--- src/rtl/ex_mem_pkg.sv ---
// Shared constants, bus types and accumulator state encoding for the EX/MEM
// pipeline register.
package ex_mem_pkg;

  localparam logic RstEnable    = 1'b1;
  localparam logic WriteEnable  = 1'b1;
  localparam logic WriteDisable = 1'b0;

  typedef logic [31:0] reg_bus_t;
  typedef logic [4:0]  reg_addr_t;
  typedef logic [63:0] dreg_bus_t;

  localparam reg_bus_t  ZeroWord   = 32'h0000_0000;
  localparam reg_addr_t NOPRegAddr = 5'd0;

  // Positions in the six-bit stall vector.
  localparam int unsigned StallEx  = 3;
  localparam int unsigned StallMem = 4;

  typedef enum logic {
    ACC_IDLE = 1'b0,
    ACC_BUSY = 1'b1
  } acc_state_e;

endpackage

--- src/rtl/ex_mem_hilo_addsub.sv ---
// 64-bit wrap-around add/subtract used to finish MADD/MSUB:
// sum = sub ? a - b : a + b (modulo 2^64).
module hilo_addsub
  import ex_mem_pkg::*;
(
  input  logic [63:0] a_i,
  input  logic [63:0] b_i,
  input  logic        sub_i,
  output logic [63:0] sum_o
);

  dreg_bus_t sum;

  always_comb begin
    sum = sub_i ? (a_i - b_i) : (a_i + b_i);
  end

  assign sum_o = sum;

endmodule

--- src/rtl/ex_mem.sv ---
// EX/MEM pipeline register with a two-cycle MADD/MSUB accumulation FSM that
// latches the product, then folds it into the forwarded {HI,LO}.
module ex_mem
  import ex_mem_pkg::*;
(
  input  logic        clk,
  input  logic        rst,
  input  logic [5:0]  stall,
  input  logic        flush,
  input  logic [4:0]  ex_waddr,
  input  logic        ex_reg_we,
  input  logic [31:0] ex_alu_res,
  input  logic        ex_hi_we,
  input  logic        ex_lo_we,
  input  logic [31:0] ex_hi,
  input  logic [31:0] ex_lo,
  input  logic        acc_req,
  input  logic        acc_sub,
  input  logic [63:0] acc_prod,
  input  logic [63:0] acc_hilo,
  output logic [4:0]  mem_waddr,
  output logic        mem_reg_we,
  output logic [31:0] mem_alu_res,
  output logic        mem_hi_we,
  output logic        mem_lo_we,
  output logic [31:0] mem_hi,
  output logic [31:0] mem_lo,
  output logic        stallreq,
  output logic        acc_state_o
);

  acc_state_e state_q, state_d;
  dreg_bus_t  hilo_temp_q, hilo_temp_d;

  reg_addr_t  waddr_q, waddr_d;
  logic       reg_we_q, reg_we_d;
  reg_bus_t   alu_res_q, alu_res_d;
  logic       hi_we_q, hi_we_d;
  logic       lo_we_q, lo_we_d;
  reg_bus_t   hi_q, hi_d;
  reg_bus_t   lo_q, lo_d;

  dreg_bus_t  acc_sum;

  hilo_addsub u_hilo_addsub (
    .a_i   (acc_hilo),
    .b_i   (hilo_temp_q),
    .sub_i (acc_sub),
    .sum_o (acc_sum)
  );

  // Only the first accumulation cycle asks the front of the pipe to wait.
  assign stallreq = (rst != RstEnable) && !flush &&
                    (state_q == ACC_IDLE) && acc_req;

  always_comb begin
    state_d     = state_q;
    hilo_temp_d = hilo_temp_q;
    waddr_d     = waddr_q;
    reg_we_d    = reg_we_q;
    alu_res_d   = alu_res_q;
    hi_we_d     = hi_we_q;
    lo_we_d     = lo_we_q;
    hi_d        = hi_q;
    lo_d        = lo_q;

    if (flush) begin
      state_d     = ACC_IDLE;
      hilo_temp_d = 64'd0;
      waddr_d     = NOPRegAddr;
      reg_we_d    = WriteDisable;
      alu_res_d   = ZeroWord;
      hi_we_d     = WriteDisable;
      lo_we_d     = WriteDisable;
      hi_d        = ZeroWord;
      lo_d        = ZeroWord;
    end else begin
      if (!stall[StallEx]) begin
        waddr_d   = ex_waddr;
        reg_we_d  = ex_reg_we;
        alu_res_d = ex_alu_res;
        hi_we_d   = ex_hi_we;
        lo_we_d   = ex_lo_we;
        hi_d      = ex_hi;
        lo_d      = ex_lo;
      end else if (!stall[StallMem]) begin
        waddr_d   = NOPRegAddr;
        reg_we_d  = WriteDisable;
        alu_res_d = ZeroWord;
        hi_we_d   = WriteDisable;
        lo_we_d   = WriteDisable;
        hi_d      = ZeroWord;
        lo_d      = ZeroWord;
      end

      case (state_q)
        ACC_IDLE: begin
          if (acc_req) begin
            state_d     = ACC_BUSY;
            hilo_temp_d = acc_prod;
          end
        end
        ACC_BUSY: begin
          // An external EX stall keeps the latched product until released.
          if (!stall[StallEx]) begin
            state_d = ACC_IDLE;
            hi_we_d = WriteEnable;
            lo_we_d = WriteEnable;
            hi_d    = acc_sum[63:32];
            lo_d    = acc_sum[31:0];
          end
        end
        default: begin
          state_d = ACC_IDLE;
        end
      endcase
    end
  end

  always_ff @(posedge clk) begin
    if (rst == RstEnable) begin
      state_q     <= ACC_IDLE;
      hilo_temp_q <= 64'd0;
      waddr_q     <= NOPRegAddr;
      reg_we_q    <= WriteDisable;
      alu_res_q   <= ZeroWord;
      hi_we_q     <= WriteDisable;
      lo_we_q     <= WriteDisable;
      hi_q        <= ZeroWord;
      lo_q        <= ZeroWord;
    end else begin
      state_q     <= state_d;
      hilo_temp_q <= hilo_temp_d;
      waddr_q     <= waddr_d;
      reg_we_q    <= reg_we_d;
      alu_res_q   <= alu_res_d;
      hi_we_q     <= hi_we_d;
      lo_we_q     <= lo_we_d;
      hi_q        <= hi_d;
      lo_q        <= lo_d;
    end
  end

  assign mem_waddr   = waddr_q;
  assign mem_reg_we  = reg_we_q;
  assign mem_alu_res = alu_res_q;
  assign mem_hi_we   = hi_we_q;
  assign mem_lo_we   = lo_we_q;
  assign mem_hi      = hi_q;
  assign mem_lo      = lo_q;
  assign acc_state_o = (state_q == ACC_BUSY);

endmodule

--- config.mk ---
export PLATFORM = sky130hd
export DESIGN_NAME = ex_mem
export DESIGN_NICKNAME = d
export VERILOG_FILES = /design/src/rtl/ex_mem_pkg.sv /design/src/rtl/ex_mem_hilo_addsub.sv /design/src/rtl/ex_mem.sv
export SDC_FILE = /design/constraint.sdc
export NUM_CORES = 1
export LEC_CHECK = 0
export CORE_AREA = 2 2 172 174
export DETAILED_ROUTE_END_ITERATION = 12
export DIE_AREA = 0 0 174 176
export GPL_ROUTABILITY_DRIVEN = 0
export PLACE_DENSITY_LB_ADDON = 0.1
export SLEW_MARGIN = 10
export SYNTH_ARGS = -nofsm -noshare
export SYNTH_HDL_FRONTEND = slang
export SYNTH_HIERARCHICAL = 1
export SYNTH_SLANG_ARGS = --single-unit
--- constraint.sdc ---
create_clock -name clk -period 4.4 [get_ports clk]
set_input_delay 0.88 -clock clk [delete_from_list [all_inputs] [get_ports clk]]
set_output_delay 0.88 -clock clk [all_outputs]
set_load 0.01 [all_outputs]
Yosys cells after proc, flatten, opt, wreduce, memory -nomap -nowiden --
Cells that the tools add are included.
Word-level totals: word-level logic and storage cells 46, register bits 169
Cells by class: bitwise gates (word level) 2, reduce and logical (&&, ||, !) cells 6, muxes and demuxes 26, add/subtract/negate cells 2, equality and inequality tests 1
Operator list (count):
- $mux W32 | 10
- $add A64 B64 Y64 | 1
- $mux W64 | 1
- $sub A64 B64 Y64 | 1
- $mux W1 | 12
- $mux W5 | 2
- $logic_and A1 B1 Y1 | 3
- $ne A2 B2 Y1 const B | 1
- $not A1 Y1 | 2
- $pmux W1 S2 | 1
- $reduce_and A2 Y1 | 1
- $reduce_or A2 Y1 | 1
- $logic_not A1 Y1 | 1

Longest topological paths before layout --
Gate-level depths: netlist of run 1.
word-level depth 4, gate-level depth with buffers 22

By module --
The synthesis of run 1 kept the hierarchy.
Modules (own cells, without submodules):
- ex_mem | area each 7638.6 sq um, cells each 825, times used 1, seq. area each 3383.2 sq um
- hilo_addsub | area each 5213.8 sq um, cells each 797, times used 1, seq. area each 0.0 sq um

Worst setup path before layout of run 1 --
OpenSTA, ideal clock, no wires.
path kind in2reg, from in acc_sub, to reg hi_q[30] (netlist: mem_hi[30]), setup slack -0.124 ns, arrival time 4.438 ns, setup time 0.086 ns, cell stages on the path 15, cells stage by stage clkbuf_1 > clkbuf_1 > mux2i_1 > fa_1 > a21o_1 > a311o_1 > a211o_1 > a2111o_1 > a21oi_2 > o311a_1 > a31oi_1 > a311oi_2 > xnor2_1 > a211oi_1 > a211oi_1
Between the ends: word-level cells in the longest chain between the ends 3
RTL lines:
- start, declared | RTL line ex_mem.sv:18 | input logic acc_sub,
- $mux W64 | RTL line ex_mem_hilo_addsub.sv:15 | sum = sub_i ? (a_i - b_i) : (a_i + b_i);
- via acc_sum[62] | RTL line ex_mem.sv:43 | dreg_bus_t acc_sum;
- $mux W32 | RTL line ex_mem.sv:105 | if (!stall[StallEx]) begin
- $mux W32 | RTL line ex_mem.sv:96 | case (state_q)
- end signal, assigned | RTL line ex_mem.sv:129 | hi_q <= ZeroWord;
- end signal, assigned | RTL line ex_mem.sv:139 | hi_q <= hi_d;
- end, declared | RTL line ex_mem.sv:40 | reg_bus_t hi_q, hi_d;
The timed path passes the listed nets, and every way through them passes these cells. A chain may end at the register's enable or synchronous reset.

Worst setup path in the final report of run 1 --
from reg hilo_temp_q[9], to reg hi_q[28] (netlist: mem_hi[28])
Between the ends: word-level cells in the longest chain between the ends 4, elaborated cells on any way between the ends 5, classes of those cells add/sub (2); mux (3)
RTL lines:
- start, declared | RTL line ex_mem.sv:33 | dreg_bus_t hilo_temp_q, hilo_temp_d;
- start signal, assigned | RTL line ex_mem.sv:133 | hilo_temp_q <= hilo_temp_d;
- $add A64 B64 Y64 / $sub A64 B64 Y64 (equally long branches) | RTL line ex_mem_hilo_addsub.sv:15
- $mux W64 (*) | RTL line ex_mem_hilo_addsub.sv:15
- via acc_sum[60] | RTL line ex_mem.sv:43
- $mux W32 (*) | RTL line ex_mem.sv:105
- $mux W32 (*) | RTL line ex_mem.sv:96
The timed path passes the listed nets; every way through them passes the cells marked *.

==> results of run 1 <==
path summary, 6_finish.rpt:
check,from,to,cells past startpoint
worst min-delay path,mem_alu_res[26],mem_alu_res[26],2
worst max-delay path,hilo_temp_q[9],mem_hi[28],22
worst min register to register,mem_alu_res[26],mem_alu_res[26],2
worst max register to register,hilo_temp_q[9],mem_hi[28],22
report_power, final:
| part | switching (uW) | internal, uW |
|---|---|---|
| combinational | 1420 | 1420 |
| sequential | 45.4 | 1580 |
| clock | 721 | 826 |
sequential cells by signal (all words and copies together) (netlist names):
register,flops
mem_waddr,5
mem_lo_we,1
acc_state_o,1
mem_reg_we,1
mem_lo,32
mem_hi_we,1
mem_hi,32
hilo_temp_q,64
mem_alu_res,32
critical path, cell delays in order, from the launching register on:
cell and delay (ps):
dfxtp_1 310, or3_4 430, nor4b_4 280, nand4_1 210, buf_6 190, nor3_4 130
nor4b_4 270, buf_4 200, a21oi_4 70, a21o_1 200, xnor2_2 240, ha_4 270
a21o_1 190, a21o_1 190, a21oi_2 130, o21ai_1 70, a21oi_1 180, o21a_1 160
o41ai_2 80, a21oi_1 190, xnor2_1 100, a211oi_2 210, a211oi_2 50
through the flow:
stage	setup WS (ps)	cell area, um^2	utilization	TNS (ps)
6_report	-95.00	19710	0.6904	-248.3
5_1_grt	-278.9	19710	0.6904	-3837
4_1_cts	-52.28	19240	0.6740	-118.5
3_5_place_dp	-594.1	18250	0.6393	-7173
3_3_place_gp	-557.2	18250	0.6393	-6673
2_1_floorplan	3.949	12860	-	0
cells by family after synthesis:
kind of cell               after synthesis  share of synthesized area
xor gates and xnor gates               123                    0.08382
DFF                                    169                     0.2632
adders and majority gates               65                    0.06386
AOI/OAI and AO/OA                      500                     0.2896
and+or+nand+nor                        621                     0.2350
muxes                                    1                  0.0007788
buffers and inverters                  143                    0.06367
what timing repair did:
item / 4_1_cts / 5_1_grt
cloned: 0 / 0
pin swaps: 61 / 69
setup endpoints to repair: 28 / 31
setup buffers: 10 / 7
resized for setup: 85 / 82
cells in the mapped netlist, types with 5 or more instances:
library cell,count
nor2b_1,73
xor2_1,35
nor2_1,77
buf_1,6
and3_1,14
buf_6,9
nand3_1,64
a211oi_2,116
buf_4,12
xnor2_1,88
o21ai_0,49
or3_1,9
o31ai_1,6
a21oi_1,208
a21o_1,34
dfxtp_1,169
inv_1,26
buf_2,35
nand4_1,16
and2_1,5
clkbuf_1,46
nor4_1,11
nand2_1,256
ha_1,64
nand2b_1,47
nor3_1,26
buf_12,7
a211oi_1,17
a31oi_1,16
o21bai_1,12
o21a_1,6
area by class of cell:
type | instances | area share
Clock inverter | 12 | 0.006475
Tap cell | 384 | 0.02438
Antenna cell | 1 | 0.0001270
Multi-Input combinational cell | 1310 | 0.4767
Sequential cell | 169 | 0.1719
Inverter | 27 | 0.005142
Clock buffer | 18 | 0.02285
Timing Repair Buffer | 645 | 0.2924
metal layers:
layer  share of wire  GRT usage  wire length [um]  vias to the layer above
met5         0.00025          0                11                        -
met4           0.026    0.09034              1144                        2
met3           0.075    0.06611              3355                       72
met2            0.46     0.4640             20570                      521
met1            0.44     0.3727             19720                     6568
li1                -          -                 -                     6853
==> impl_metrics.csv, run 1 <==
group,metric,value,unit
outcome,status,"finished with violations",
outcome,violations,"setup timing",
sta,min_period,4495,ps
synthesis,ys_ff_latch,169,
global_routing,antenna_found_initial,3,
synthesis,synth.area.top_cells,"dfxtp_1 26%, a211oi_2 11%, a21oi_1 8.1%",
critical_path,worst-setup-path-type,"reg2reg",
critical_path,crit_path_end_kind,"flip-flop",
floorplan,ios,349,
floorplan,core-area,28550,um^2
clocking,clk_path_buf_depth,2,
sta,period_share,1.022,
synthesis,mappedNetlistNets,1930,
clocking,cts-buffers-inserted,17,
floorplan,initial_utilization,0.4502,
critical_path,crit_required,4700,ps
synthesis,syn-cell-area,12850,um^2
placed_design,dp_hpwl,33590,um
route,drcViolationCount,0,
route,first_pass_iters,6,
sta,hold_violations,0,
final_layout,area_growth,53.35,%
floorplan,die_w,174,um
route,vias,14016,
placed_design,numPortBuffers,344,
floorplan,rows,62,
final_layout,nFillCells,2400,
sta,worstMarginPinSlew,931.0,ps
sta,clock.fmax,222.5,MHz
clocking,cts_sinks,169,
clocking,postCtsHoldBufs,0,
synthesis,syn_avg_cell_area,7.924,um^2
final_layout,final_nets,2478,
pwr,irDropWorstVdd,0.2912,mV
clocking,cts_root_buffer,"clkbuf_16",
global_routing,grt_overflow,0,
clocking,htree_levels,4,
route,wirelength,44800,um
clocking,clk_pin_slew,70,ps
synthesis,synth_top_area_share,0.2632,
sta,finalWorstSetupSlack,-95.00,ps
synthesis,synth_top_area_cell,"dfxtp_1",
clocking,clk_latency,440,ps
clocking,cts_tree,"yes",
final_layout,regArea,3388,um^2
critical_path,cp-start-kind,"flip-flop",
final_layout,layout.cells.most_common,"clkdlybuf4s50_1",
route,drt_iter0_markers,851,
hold_path,hold_path.class,"reg2reg",
synthesis,yosysUniqueCellTypes,68,
sta,fin_worst_skew,10.88,ps
placed_design,placedCellCount,2520,
global_routing,grt_use_total,0.2843,
synthesis,yosys_warnings,6,
floorplan,die-area,30620,um^2
global_routing,grt_pass1_vias,13541,
sta,setup_viol,7,
final_layout,layout_common_cells,"341 x clkdlybuf4s50_1, 292 x buf_4, 249 x nand2_1",
critical_path,arrival,4790,ps
global_routing,grt_start_max_net_pins,126,
final_layout,instances_no_fill,2566,
route,ant_nets,0,
route,vias_per_cell,5.462,
pwr,power_leakage,0.007664,uW
sta,drv_slew,0,
critical_path,critPathMaxFanout,5,
sta,rsz0062_at_grt,"true",
synthesis,synth-edff-count,0,
route,wl_per_cell,17.46,um
run,maxCapViolations,0,
synthesis,ys_seq_area_frac,0.2632,
global_routing,grt_pass1_wl,70550,um
final_layout,multi_input_comb_area,9395,um^2
final_layout,layout-drive-gt1-share,0.2659,
synthesis,syn_inst,1622,
pwr,power_density,304.9,nW/um^2
synthesis,synth_flop_cell,"dfxtp_1",
synthesis,async_reset_ff_frac,0,
floorplan,die_y,176,um
sta,whs,467.9,ps
sta,relSlewSlack,0.3793,
critical_path,ff2ff_setup_slack,-100,ps
pwr,power,6010,uW
No activity file was read; power rests on OpenSTA's default activity.
==> inputs of run 2 (changes only) <==
ABC_AREA = 1   (was not set)
CORE_AREA = 2 2 158 221   (was 2 2 172 174)
DIE_AREA = 0 0 160 223   (was 0 0 174 176)
SKIP_LAST_GASP = 1   (was not set)
==> run 2 against run 1 <==
The run now ends clean; fmax grew 14%; register-to-register slack improved by 570 ps; sequential power about the same; setup slack better by 570 ps; non-clock buffer count fell by 287; flip-flop and latch count did not move; clock skew up 1.0 ps; wire length up 14%; final area up 1.0%; synthesized area rose by 22%; highest routed layer is now met4.
==> impl_metrics.csv, run 2 <==
group,metric,value,unit
clocking,cts_sinks,169,
pwr,p_comb_frac,0.450,
critical_path,worst-setup-path-type,"reg2reg",
pwr,power,5770,uW
synthesis,synth_xor_area_frac,0.04708,
clocking,cts_root_buffer,"clkbuf_16",
synthesis,mappedNetlistNets,3096,
critical_path,critPathMaxFanout,7,
critical_path,crit_path_end_kind,"flip-flop",
critical_path,critPathSlowestCell,"ha_1",
sta,setup_viol,0,
clocking,postCtsHoldBufs,0,
clocking,post_cts_buffers,0,
clocking,clk_pin_slew,80,ps
critical_path,crit_required,4710,ps
floorplan,die_y,223,um
clocking,cts-buffers-inserted,17,
critical_path,ff2ff_setup_slack,470,ps
global_routing,grt_pass1_wl,80330,um
synthesis,synth_commonest_cells,"1,155 x nand2_1, 537 x inv_1, 215 x nor2_1, 169 x dfxtp_1, 143 x nand3_1",
synthesis,syn_inst,2788,
global_routing,grt_use_total,0.2807,
synthesis,synth_top_area_share,0.2774,
route,vias,17348,
final_layout,utilization,0.5884,
synthesis,synth_compound_area_frac,0.1109,
global_routing,grt_overflow,0,
final_layout,largest_reg_flops,64,
route,drcViolationCount,0,
hold_path,holdPathEnd,"mem_lo[1]",
synthesis,synth_top_family_by_area,"simple AND/OR/NAND/NOR gates",
route,wirelength,51000,um
clocking,htree_levels,4,
hold_path,min_path_cells,2,
final_layout,num_antenna_cells,0,
clocking,clk_latency,460,ps
sta,clock.fmax,254.7,MHz
synthesis,yosysUniqueCellTypes,44,
final_layout,area_growth,27.40,%
synthesis,ys_ff_latch,169,
critical_path,cp_num_buf_inv,3,
pwr,intPower,3308,uW
clocking,cts_tree,"yes",
synthesis,synth-edff-count,0,
global_routing,grt_pass1_vias,16421,
synthesis,synth_flop_cell,"dfxtp_1",
critical_path,cp_cell_sequence,"inv_1, ha_1, nand3_2, nor2_8, nand3_1, o21ai_1, o21ai_0, xor2_1, ha_1, nand2_1, nor2_1, inv_1, nor3_2, nand3_1, nand2_1, nand2_1, nand3_1, nand2_1, inv_1, nand2_1, nand3_1, a21oi_2",
synthesis,synth_mux_area_frac,0,
floorplan,die_w,160,um
critical_path,arrival,4240,ps
floorplan,core-area,33830,um^2
synthesis,yosysMostFrequentCell,"nand2_1",
outcome,status,"complete, no violations",
pwr,p_seq_frac,0.281,
critical_path,crit_path_max_incr_delay,400,ps
critical_path,r2r_cells,22,
critical_path,cp_top_family,"simple AND/OR/NAND/NOR gates",
placed_design,dp_hpwl,41610,um
synthesis,yosys_warnings,6,
synthesis,synth_top_area_cell,"nand2_1",
global_routing,antenna_found_initial,0,
sta,period_share,0.8922,
sta,worstMarginPinSlew,1053,ps
pwr,power_density,289.9,nW/um^2
synthesis,yosys.area_share.adder,0.05253,
floorplan,ios,349,
sta,rsz0062_at_grt,"false",
synthesis,async_reset_ff_frac,0,
synthesis,synth.area.top_cells,"nand2_1 28%, dfxtp_1 22%, inv_1 13%",
sta,hold_violations,0,
pwr,power_leakage,0.01029,uW
synthesis,synth-simple-area-share,0.4116,
critical_path,r2r-start,"hilo_temp_q[0]",
pwr,irDropWorstVdd,0.2295,mV
synthesis,ys_seq_area_frac,0.2165,
floorplan,initial_utilization,0.4619,
synthesis,syn-cell-area,15630,um^2
floorplan,rows,80,
sta,fin_worst_skew,11.90,ps
critical_path,cp-start-kind,"flip-flop",
synthesis,syn_avg_cell_area,5.605,um^2
final_layout,layout-drive-gt1-share,0.06224,
sta,drv_slew,0,
route,wl_per_cell,14.36,um
run,maxCapViolations,0,
critical_path,r2r-end,"mem_hi[26]",
clocking,clk_path_buf_depth,2,
route,drt_iter0_markers,1172,
clocking,post_cts_resized,0,
route,vias_per_cell,4.884,
hold_path,hold_path.class,"reg2reg",
route,ant_nets,0,
pwr,clkPwrFrac,0.269,
sta,tns,0,ps
route,first_pass_iters,7,
final_layout,layout.cells.most_common,"nand2_1",
sta,relSlewSlack,0.2979,
sta,min_period,3926,ps
pwr,sw_frac_of_total,0.4268,
final_layout,final_nets,3396,
final_layout,largest_register,"hilo_temp_q",
pwr,power_switching,2463,uW
hold_path,hp-start,"mem_lo[1]",
final_layout,layout_common_cells,"1,155 x nand2_1, 537 x inv_1, 344 x clkdlybuf4s50_1",
floorplan,die-area,35680,um^2
critical_path,cpMostUsedCell,"nand2_1",
placed_design,numPortBuffers,344,
global_routing,grt_start_max_net_pins,80,
==> run 2: worst max-delay path by stage <==
stage | startpoint | end | slack, ps | cells after the start
after floorplan | acc_sub | mem_hi[6] | 1140 | 22
after global routing | hilo_temp_q[0] | mem_hi[21] | 210 | 24
after detailed placement | acc_sub | mem_hi[21] | 140 | 21
final | hilo_temp_q[0] | mem_hi[26] | 470 | 22
after global placement | acc_sub | mem_hi[21] | 190 | 21
after CTS | hilo_temp_q[0] | mem_hi[21] | 540 | 24
==> run 2: cell families after synthesis <==
kind of cell,count (synthesis)
AOI/OAI and AO/OA,262
adders and majority gates,65
buffers and inverters,621
and+or+nand+nor,1587
DFF,169
xor gates and xnor gates,84
==> run 2: through the flow <==
| stage | setup slack, ps | instances | hold slack [ps] | cell area, um^2 |
|---|---|---|---|---|
| floorplan | 1138 | 2788 | 455.4 | 15630 |
| global placement | 186.3 | 3520 | 448.3 | 19290 |
| detailed placement | 135.3 | 3520 | 456.6 | 19290 |
| CTS | 535.9 | 3552 | 468.7 | 19910 |
| global route | 210.5 | 3552 | 480.4 | 19910 |
| finish | 474.1 | 3552 | 465.1 | 19910 |
==> run 2: worst reg2reg max path: stages (launching register included) <==
cell and delay [ps]:
dfxtp_1 340, inv_1 130, ha_1 280, nand3_2 190, nor2_8 240, nand3_1 120
o21ai_1 230, o21ai_0 150, xor2_1 170, ha_1 400, nand2_1 120, nor2_1 160
inv_1 100, nor3_2 250, nand3_1 110, nand2_1 220, nand2_1 140, nand3_1 90
nand2_1 60, inv_1 50, nand2_1 60, nand3_1 130, a21oi_2 60
==> run 2: cell type report <==
cell class	count	area (um^2)
clock buffers	17	425.4
clock inverters	15	191.4
fillers	3601	13920
inverters	544	2046
multi-input cells	1998	9723
flip-flops and latches	169	3385
well taps	451	564.3
repair buffers	358	3573
==> run 2: per-layer routing <==
metal	share of wire	global-route usage
met2	0.47	0.4835
met3	0.055	0.03997
met5	0	0
met1	0.42	0.3354
met4	0.055	0.1561
==> run 2: power by group through the flow <==
stage / combinational (uW) / clock, uW / sequential, uW
global placement: 2520 / 0 / 1650
finish: 2600 / 1550 / 1620
CTS: 2560 / 1590 / 1620
floorplan: 1720 / 0 / 1660
global route: 2890 / 1650 / 1630
detailed placement: 2550 / 0 / 1660
==> inputs of run 3 (changes only) <==
--- a/config.mk
+++ b/config.mk
@@ -7,7 +7,8 @@
 export LEC_CHECK = 0
 export ABC_AREA = 1
-export CORE_AREA = 2 2 158 221
+export CORE_AREA = 2 2 156 219
+export CTS_BUF_LIST = sky130_fd_sc_hd__clkbuf_8
 export DETAILED_ROUTE_END_ITERATION = 12
-export DIE_AREA = 0 0 160 223
+export DIE_AREA = 0 0 158 221
 export GPL_ROUTABILITY_DRIVEN = 0
 export PLACE_DENSITY_LB_ADDON = 0.1
==> constraint.sdc (replaced) <==
create_clock -name clk -period 4.4 [get_ports clk]
set_input_delay 1.1 -clock clk [delete_from_list [all_inputs] [get_ports clk]]
set_output_delay 1.1 -clock clk [all_outputs]
set_load 0.01 [all_outputs]
==> run 3 against run 2 <==
Non-clock buffer count up 20; global-route usage grew 0.47 points; critical path type is now in2reg; die area down 2.1%; hold slack better by 4.9 ps.
==> impl_metrics.csv, run 3 (synthesized netlist as in run 2, its figures left out) <==
group,metric,value,unit
global_routing,antenna_found_initial,1,
floorplan,initial_utilization,0.4733,
route,wl_per_cell,14.04,um
clocking,post_cts_buffers,0,
hold_path,hold_path.class,"reg2reg",
critical_path,crit_path_max_incr_delay,430,ps
final_layout,largest_reg_flops,64,
final_layout,final_nets,3416,
hold_path,holdPathEnd,"mem_lo[1]",
route,dr_wl_met2,23500,um
placed_design,numPortBuffers,344,
clocking,cts_sinks,169,
critical_path,ff2ff_setup_slack,610,ps
sta,period_share,0.8896,
critical_path,crit_required,4870,ps
final_layout,nFillCells,3470,
global_routing,grt_pass1_vias,16247,
global_routing,grt_pass1_wl,79470,um
sta,relSlewSlack,0.3365,
route,dr_wl_met3,2468,um
route,first_pass_iters,6,
hold_path,min_path_cells,2,
clocking,clk_latency,530,ps
route,drcViolationCount,0,
route,drt-met1-wl,21500,um
critical_path,cpMostUsedCell,"nand2_1",
critical_path,r2r-start,"hilo_temp_q[0]",
global_routing,grt_start_max_net_pins,78,
pwr,power_leakage,0.01029,uW
critical_path,critPathMaxFanout,16,
placed_design,dp_hpwl,41130,um
sta,drv_slew,0,
floorplan,core-area,33010,um^2
critical_path,crit_path_end_kind,"flip-flop",
critical_path,worst-setup-path-type,"in2reg",
clocking,cts-buffers-inserted,17,
global_routing,grt_overflow,0,
final_layout,utilization,0.6015,
clocking,postCtsHoldBufs,0,
clocking,cts_root_buffer,"clkbuf_8",
route,drt_iter0_markers,1176,
sta,hold_violations,0,
sta,fin_worst_skew,17.34,ps
run,maxCapViolations,0,
critical_path,cp_top_family,"simple AND/OR/NAND/NOR gates",
global_routing,grt_use_total,0.2855,
clocking,post_cts_resized,0,
route,vias,17208,
floorplan,ios,349,
route,ant_nets,0,
route,vias_per_cell,4.824,
hold_path,hp-start,"mem_lo[1]",
clocking,cts_tree,"yes",
sta,min_period,3914,ps
final_layout,largest_register,"hilo_temp_q",
route,routed.top_layer,"met4",
final_layout,layout-drive-gt1-share,0.06825,
pwr,power_density,272.3,nW/um^2
critical_path,critPathSlowestCell,"clkdlybuf4s50_1",
critical_path,r2r_cells,21,
critical_path,r2r-end,"mem_hi[16]",
sta,setup_viol,0,
clocking,clk_pin_slew,120,ps
route,wirelength,50080,um
clocking,htree_levels,4,
floorplan,die-area,34920,um^2
clocking,clk_path_buf_depth,2,
pwr,power,5409,uW
critical_path,cp_cell_sequence,"clkdlybuf4s50_1, inv_1, buf_4, o21ai_0, nand2_1, xor2_1, inv_1, ha_1, nand2_1, nor2_1, nand3_1, nor2_1, and3_1, nand2_1, nand3_1, nand2_1, nand2_1, inv_1, nand2_1, nand3_1, a21oi_2",
sta,clock.fmax,255.5,MHz
floorplan,die_y,221,um
floorplan,die_w,158,um
critical_path,arrival,4390,ps
sta,worstMarginPinSlew,995.2,ps
final_layout,layout.cells.most_common,"nand2_1",
critical_path,cp_num_buf_inv,5,
floorplan,rows,79,
critical_path,cp-start-kind,"input port",
final_layout,layout_common_cells,"1,155 x nand2_1, 537 x inv_1, 344 x clkdlybuf4s50_1",
final_layout,area_growth,27.09,%
pwr,irDropWorstVdd,0.2329,mV
outcome,status,"complete, no violations",
sta,rsz0062_at_grt,"false",
## run 3: cell count changes in the layout (fill, tap and decap cells not counted), sizes merged
cell | before | now
inv | 551 | 552
buf | 14 | 34
diode | 0 | 1
clkinv | 8 | 7
## run 3: cell type report
class / count / area, um^2 / share of cell area
Tap cell: 445 / 556.8 / 0.02804
Multi-Input combinational cell: 1998 / 9723 / 0.4896
Sequential cell: 169 / 3385 / 0.1704
Clock inverter: 15 / 188.9 / 0.009514
Antenna cell: 1 / 2.502 / 0.0001260
Inverter: 544 / 2046 / 0.1030
Clock buffer: 17 / 234.0 / 0.01178
Timing Repair Buffer: 378 / 3724 / 0.1875
## run 3: worst max-delay path by stage
stage                  from    endpoint  slack, ps  cells after the start
floorplan           acc_sub   mem_hi[6]        920                     22
global placement    acc_sub  mem_hi[29]         20                     23
detailed placement  acc_sub  mem_lo[31]         -3                     20
CTS                 acc_sub  mem_lo[31]        560                     20
global route        acc_sub  mem_hi[28]        140                     22
finish              acc_sub  mem_hi[24]        490                     21
## run 3: report_power, final
| part | switching [uW] | total [uW] | internal [uW] |
|---|---|---|---|
| Combinational | 1630 | 2610 | 981 |
| Sequential | 40.2 | 1620 | 1580 |
| Clock | 736 | 1180 | 443 |
## run 3: routing by layer
metal  up-vias  track usage
met5         -            0
met4         0       0.1433
met3       137      0.03741
met2       531       0.4819
met1      7550       0.3526
li1       8990            -
## run 3: worst reg2reg max path, stage by stage (launching register included)
cell,delay [ps]
dfxtp_1,350
inv_1,120
ha_1,260
nand3_2,180
nor2_8,240
nand2_4,90
o21ai_4,170
nand3_2,180
nor2_1,170
xor2_1,200
ha_1,340
nand2_1,180
nor2_1,100
a21oi_1,270
a21boi_0,310
nand3_1,130
nand2_1,70
nand2_1,50
inv_1,50
nand2_1,40
nand3_1,120
a21oi_2,50
## run 3: metrics by stage
step,instance area (um^2),setup slack (ps),hold slack [ps],instances,TNS [ps]
final,19860,486.0,470.0,3567,0
after global routing,19860,140.1,482.0,3567,0
after detailed placement,19430,-3.052,454.7,3534,-3.052
after CTS,19860,559.4,470.6,3566,0
after floorplan,15630,917.6,455.4,2788,0
after global placement,19430,15.44,448.8,3534,0
